**src/rtl/mem_access_arbiter_if.sv**
```systemverilog
// mem_access_arbiter_if: shared RAM port bundle.
// master drives the request side, slave is the RAM.
interface mem_access_arbiter_if #(
  parameter int AW = 32,
  parameter int DW = 32
);
  logic          MOV;
  logic          R_W;
  logic [1:0]    DT;
  logic [AW-1:0] mem_addr;
  logic [DW-1:0] mem_wdata;
  logic          MOC;
  logic [DW-1:0] mem_rdata;

  modport master (
    output MOV, R_W, DT, mem_addr, mem_wdata,
    input  MOC, mem_rdata
  );

  modport slave (
    input  MOV, R_W, DT, mem_addr, mem_wdata,
    output MOC, mem_rdata
  );
endinterface

```
**src/rtl/mem_access_arbiter.sv**
```systemverilog
// mem_access_arbiter: round-robin RAM port sequencer, fetch vs data.
// Define MEM_TIMEOUT_EN to add the MOC watchdog that raises err.
module mem_access_arbiter #(
  parameter int AW      = 32,
  parameter int DW      = 32,
  parameter int TIMEOUT = 15
) (
  input  logic          clk,
  input  logic          clr,
  input  logic          req_if,
  input  logic [AW-1:0] if_addr,
  input  logic          req_d,
  input  logic [AW-1:0] d_addr,
  input  logic          d_rw,
  input  logic [1:0]    d_dt,
  input  logic [DW-1:0] d_wdata,
  output logic          done_if,
  output logic          done_d,
  output logic [DW-1:0] rdata,
  output logic          err,
  mem_access_arbiter_if.master mem
);

  typedef enum logic [1:0] {
    IDLE,
    ACCESS,
    DONE
  } state_t;

  state_t state;
  logic   last_d;
  logic   pick_if;
  logic   tmo;

  // fetch wins alone, or on contention when data won last
  assign pick_if = req_if && (!req_d || last_d);

`ifdef MEM_TIMEOUT_EN
  localparam logic [7:0] TMO = 8'(TIMEOUT);

  logic [7:0] cnt;

  // count ACCESS cycles spent waiting for MOC
  always_ff @(posedge clk or negedge clr) begin
    if (!clr) begin
      cnt <= '0;
    end else if (state != ACCESS) begin
      cnt <= '0;
    end else if (!mem.MOC && cnt != TMO) begin
      cnt <= cnt + 8'd1;
    end
  end

  assign tmo = (state == ACCESS) && !mem.MOC
            && (cnt == TMO);
`else
  assign tmo = 1'b0;
  // TIMEOUT is 1..255, so err is constant 0 here
  assign err = (TIMEOUT == 0);
`endif

  // request sequencing and RAM handshake
  always_ff @(posedge clk or negedge clr) begin
    if (!clr) begin
      state         <= IDLE;
      last_d        <= 1'b1;
      mem.MOV       <= 1'b0;
      mem.R_W       <= 1'b1;
      mem.DT        <= 2'b00;
      mem.mem_addr  <= '0;
      mem.mem_wdata <= '0;
      rdata         <= '0;
      done_if       <= 1'b0;
      done_d        <= 1'b0;
`ifdef MEM_TIMEOUT_EN
      err           <= 1'b0;
`endif
    end else begin
      unique case (state)
        IDLE: begin
          if (!mem.MOC && (req_if || req_d)) begin
            last_d  <= !pick_if;
            mem.MOV <= 1'b1;
            state   <= ACCESS;
            if (pick_if) begin
              mem.R_W      <= 1'b1;
              mem.DT       <= 2'b10;
              mem.mem_addr <= if_addr;
            end else begin
              mem.R_W       <= d_rw;
              mem.DT        <= d_dt;
              mem.mem_addr  <= d_addr;
              mem.mem_wdata <= d_wdata;
            end
          end
        end
        ACCESS: begin
          if (mem.MOC || tmo) begin
            mem.MOV <= 1'b0;
            if (mem.MOC && mem.R_W) begin
              rdata <= mem.mem_rdata;
            end
            done_if <= !last_d;
            done_d  <= last_d;
`ifdef MEM_TIMEOUT_EN
            err     <= !mem.MOC;
`endif
            state   <= DONE;
          end
        end
        DONE: begin
          done_if <= 1'b0;
          done_d  <= 1'b0;
`ifdef MEM_TIMEOUT_EN
          err     <= 1'b0;
`endif
          state   <= IDLE;
        end
        default: begin
          state <= IDLE;
        end
      endcase
    end
  end

endmodule

```
**src/flat_wrapper.sv**
```systemverilog
// flat-port wrapper written by rule: the top's interface ports become plain ports
module mem_access_arbiter_flat 
#(
  parameter int AW      = 32,
  parameter int DW      = 32,
  parameter int TIMEOUT = 15
)
  (clk, clr, req_if, if_addr, req_d, d_addr, d_rw, d_dt, d_wdata, done_if, done_d, rdata, err, mem_MOV, mem_R_W, mem_DT, mem_mem_addr, mem_mem_wdata, mem_MOC, mem_mem_rdata);
  mem_access_arbiter_if #(.AW(AW), .DW(DW)) mem_i ();
  input  logic clk;
  input  logic clr;
  input  logic req_if;
  input  logic [AW-1:0] if_addr;
  input  logic req_d;
  input  logic [AW-1:0] d_addr;
  input  logic d_rw;
  input  logic [1:0] d_dt;
  input  logic [DW-1:0] d_wdata;
  output logic done_if;
  output logic done_d;
  output logic [DW-1:0] rdata;
  output logic err;
  output wire logic [$bits(mem_i.MOV)-1:0] mem_MOV;
  output wire logic [$bits(mem_i.R_W)-1:0] mem_R_W;
  output wire logic [$bits(mem_i.DT)-1:0] mem_DT;
  output wire logic [$bits(mem_i.mem_addr)-1:0] mem_mem_addr;
  output wire logic [$bits(mem_i.mem_wdata)-1:0] mem_mem_wdata;
  input wire logic [$bits(mem_i.MOC)-1:0] mem_MOC;
  input wire logic [$bits(mem_i.mem_rdata)-1:0] mem_mem_rdata;
  assign mem_MOV = mem_i.MOV;
  assign mem_R_W = mem_i.R_W;
  assign mem_DT = mem_i.DT;
  assign mem_mem_addr = mem_i.mem_addr;
  assign mem_mem_wdata = mem_i.mem_wdata;
  assign mem_i.MOC = mem_MOC;
  assign mem_i.mem_rdata = mem_mem_rdata;
  mem_access_arbiter #(.AW(AW), .DW(DW), .TIMEOUT(TIMEOUT)) u_core (.clk(clk), .clr(clr), .req_if(req_if), .if_addr(if_addr), .req_d(req_d), .d_addr(d_addr), .d_rw(d_rw), .d_dt(d_dt), .d_wdata(d_wdata), .done_if(done_if), .done_d(done_d), .rdata(rdata), .err(err), .mem(mem_i));
endmodule
```
**config.mk**
```make
export PLATFORM = sky130hd
export DESIGN_NAME = mem_access_arbiter_flat
export DESIGN_NICKNAME = d
export VERILOG_FILES = /design/src/rtl/mem_access_arbiter_if.sv /design/src/rtl/mem_access_arbiter.sv /design/src/flat_wrapper.sv
export SDC_FILE = /design/constraint.sdc
export NUM_CORES = 1
export LEC_CHECK = 0
export CELL_PAD_IN_SITES_DETAIL_PLACEMENT = 1
export CELL_PAD_IN_SITES_GLOBAL_PLACEMENT = 1
export CORE_MARGIN = 2
export CORE_UTILIZATION = 29
export DETAILED_ROUTE_END_ITERATION = 10
export PLACE_DENSITY_LB_ADDON = 0.1
export SYNTH_ARGS = -nofsm -noshare
export SYNTH_HDL_FRONTEND = slang
export SYNTH_SLANG_ARGS = --single-unit
```
**constraint.sdc**
```tcl
create_clock -name clk -period 2.1 [get_ports clk]
set_clock_uncertainty 0.15 [all_clocks]
set_input_delay 0.63 -clock clk [delete_from_list [all_inputs] [get_ports clk]]
set_output_delay 0.63 -clock clk [all_outputs]
set_load 0.01 [all_outputs]
```
==> flow_summary_export.csv <==
group,metric,value,unit
logic_synthesis,yosys-top-cells-area,"dfrtp_1 59%, mux2_2 17%, inv_1 8.4%",
routing,drt_first_pass_iters,9,
clock_tree,cts_max_path_buffers,2,
sta,finalWorstPathRequiredPeriod,2.05,ns
routing,drc,0,
global_routing,grt_pass1_vias,3965,
setup_path,worst-endpoint-arrival,1.27,ns
setup_path,critical_path_buf_inv_count,1,
job,cap_viol_max_count,0,
routing,drt-wirelength-per-cell,16.6,um
global_routing,global_route.overflow_total,0,
setup_path,cpPeakStageDelay,0.58,ns
placed_design,gpl.final_weighted_congestion,0.716,
logic_synthesis,async_reset_ff_share,100,%
sta,fmax,488,MHz
pwr,leakage_power,3.46,nW
floorplanning,core_area,14600,um2
setup_path,crit_path_max_fanout,2,
routing,post_drt_via_cell_ratio,4.56,
pwr,power.ir.vdd_worst,0.427,mV
clock_tree,htree_levels,3,
clock_tree,clk-insertion-delay-late,0.34,ns
global_routing,track_usage,16.5,%
min_path,hold_path.class,"primary input to asynchronous set/reset pin",
logic_synthesis,yosys.cell_count.top_type,"dfrtp_1",
logic_synthesis,area_fraction_of_the_dominant_cell_type_after_synthesis,58.8,%
logic_synthesis,syn-instance-count,349,
logic_synthesis,synth.top_cells.by_count,"103 x dfrtp_1, 98 x inv_1, 65 x mux2_2, 32 x a222oi_1, 8 x buf_6",
logic_synthesis,synth_flop_cell,"dfrtp_1",
setup_path,critPathCaptureType,"output port",
logic_synthesis,syn-num-nets,485,
clock_tree,tritoncts.num_buffers,9,
global_routing,antenna_found_initial,0,
routing,drtAntennaViolNets,0,
logic_synthesis,mappedNetlistArea,4380,um2
routing,routed_wl,13.1,mm
setup_path,ff2ff_setup_slack,0.27,ns
sta,final_hold_viol_count,0,
clock_tree,cts-root-buf,"clkbuf_16",
clock_tree,cts_tree,"done",
setup_path,timing.setup.critical_path_class,"flop to output port",
finish,utilization,50.7,%
floorplanning,die_footprint,16100,um2
logic_synthesis,synth_area_per_cell,12.6,um2
logic_synthesis,ys.warnings.count,0,
floorplanning,floorplan.initialDensity,29.9,%
sta,setup_viol,0,
outcome,run_status,"complete, no violations",
sta,grt_setup_unrepaired,"no",
setup_path,critPathTopFamily,"buffers and inverters",
pwr,pwr_density_cell,1040,nW/um2
finish,fraction_of_layout_instances_using_a_drive_strength_above_1,17.2,%
sta,fin_tns_setup,0,ns
pwr,total_power,7.75,mW
sta,slew_limit_fails,0,
finish,final_nets,734,
placed_design,dp_hpwl,9.96,mm
setup_path,worstSetupStartpointType,"flop",
setup_path,crit_path_top_delay_cell,"clkdlybuf4s50_1",
finish,flow.area_growth_from_synthesis,69.3,%
clock_tree,clk_transition_reported_paths,0.07,ns
setup_path,required,1.32,ns
floorplanning,count_of_boundary_i_o_pins,239,
logic_synthesis,synthDominantAreaCellType,"dfrtp_1",
sta,portion_of_the_clock_cycle_consumed_by_the_worst_path_in_the_final_layout,97.6,%
logic_synthesis,synth_seq_area_share,60.0,%
routing,initialDrtViolationCount,150,
global_routing,pin_count_of_the_biggest_net_entering_global_routing,33,
logic_synthesis,synthDistinctLibCells,26,
setup_path,path_cells,"clkdlybuf4s50_1",
logic_synthesis,synth-edff-count,0,
placed_design,placement.io_buffers,237,
floorplanning,rows,44,
finish,diodes_inserted,0,
logic_synthesis,ys_seq_elements,105,
floorplanning,die_x,127,um
routing,detailroute.via_count,3588,
floorplanning,die_h,127,um
global_routing,grt_pass1_wl,20.7,mm
clock_tree,numClockSinks,105,
==> layout by cell type, fill, tap and decap left out <==
| master | Yosys | routed |
|---|---|---|
| a21boi_0 | 1 | 1 |
| a21o_1 | 1 | 1 |
| a21oi_1 | 3 | 3 |
| a222oi_1 | 32 | 32 |
| a22o_1 | 2 | 2 |
| and3_1 | 1 | 1 |
| and3_4 | 1 | 1 |
| and3b_1 | 1 | 1 |
| buf_12 | 0 | 7 |
| buf_4 | 2 | 14 |
| bufinv_16 | 0 | 3 |
| clkbuf_1 | 4 | 3 |
| clkbuf_16 | 0 | 9 |
| clkbuf_8 | 0 | 1 |
| clkdlybuf4s50_1 | 0 | 227 |
| conb_1 | 1 | 1 |
| dfrtp_1 | 103 | 103 |
| dfstp_2 | 2 | 2 |
| dlygate4sd2_1 | 0 | 3 |
| dlymetal6s2s_1 | 0 | 6 |
| inv_1 | 98 | 98 |
| mux2_2 | 65 | 65 |
| nand2_1 | 4 | 4 |
| nand2b_1 | 2 | 2 |
| nor2_1 | 1 | 1 |
| nor3_1 | 2 | 2 |
| nor3_4 | 0 | 1 |
| o21ai_0 | 7 | 7 |
| o21ai_2 | 1 | 1 |
| or3_1 | 1 | 1 |
==> final cells by class <==
cell class | count | area (um2)
clock inverter | 3 | 90.1
fill | 1552 | 7220
tap | 184 | 230
inverter | 98 | 368
clock buffer | 13 | 250
timing repair buffer | 257 | 2620
sequential | 105 | 2630
multi-input combinational | 127 | 1240
==> state kept, by name, summed over array words and instances, names as in the netlist <==
| name | cells |
|---|---|
| u_core.mem.DT | 2 |
| u_core.done_if | 1 |
| u_core.rdata | 32 |
| u_core.last_d | 1 |
| u_core.done_d | 1 |
| u_core.mem.mem_wdata | 32 |
| u_core.mem.R_W | 1 |
| u_core.mem.MOV | 1 |
| u_core.state | 2 |
| u_core.mem.mem_addr | 32 |
==> logic make-up after synthesis <==
family	share of synthesized area, %
buf+inv	11.9
flops	60.0
mux	16.7
compound gates	9.39
simple gates	1.91
other cells	0.0855
==> routing by layer <==
| metal | track usage, % | routed length (um) | share of wire, % | up-vias |
|---|---|---|---|---|
| li1 | - | - | - | 1663 |
| met1 | 19.4 | 5220 | 40 | 1759 |
| met2 | 27.2 | 6380 | 49 | 148 |
| met3 | 6.54 | 1180 | 9.0 | 18 |
| met4 | 6.46 | 291 | 2.2 | 0 |
| met5 | 0 | 0 | 0 | - |
==> repair_timing <==
item,4_1_cts,5_1_grt
buffers inserted,1,0
gates resized for setup,4,6
pin swaps,1,0
setup endpoints to repair,22,6
hold buffers,0,0
==> power breakdown <==
part | switching, mW | leakage (nW) | total (mW) | internal [mW]
sequential | 0.339 | 1.21 | 3.01 | 2.67
clock | 0.715 | 0.164 | 1.91 | 1.20
combinational | 1.02 | 2.08 | 2.83 | 1.80
==> path summary, 6_finish.rpt <==
kind                                       start                        to  cells past startpoint
worst max-delay path            u_core.mem.DT[0]                 mem_DT[0]                      1
worst min-delay path                         clr  u_core.mem.mem_wdata[13]                      1
worst max register to register   u_core.state[1]  u_core.mem.mem_wdata[20]                      4
worst min register to register  u_core.rdata[19]          u_core.rdata[19]                      1
max in group asynchronous                    clr          u_core.rdata[18]                      2
min in group clk                u_core.rdata[19]          u_core.rdata[19]                      1
==> through the flow <==
step           worst slack, ns  cells  instance area (um2)  hold WS [ns]
6_report                0.0507    787                 7420        0.0864
5_1_grt              0.0000300    787                 7420         0.106
4_1_cts                0.00717    787                 7410        0.0885
3_5_place_dp            -0.405    770                 7060         0.343
3_3_place_gp            -0.344    770                 7060         0.337
2_1_floorplan            0.222    349                 4380         0.184
Note: power is estimated with default switching activity, not from simulation.
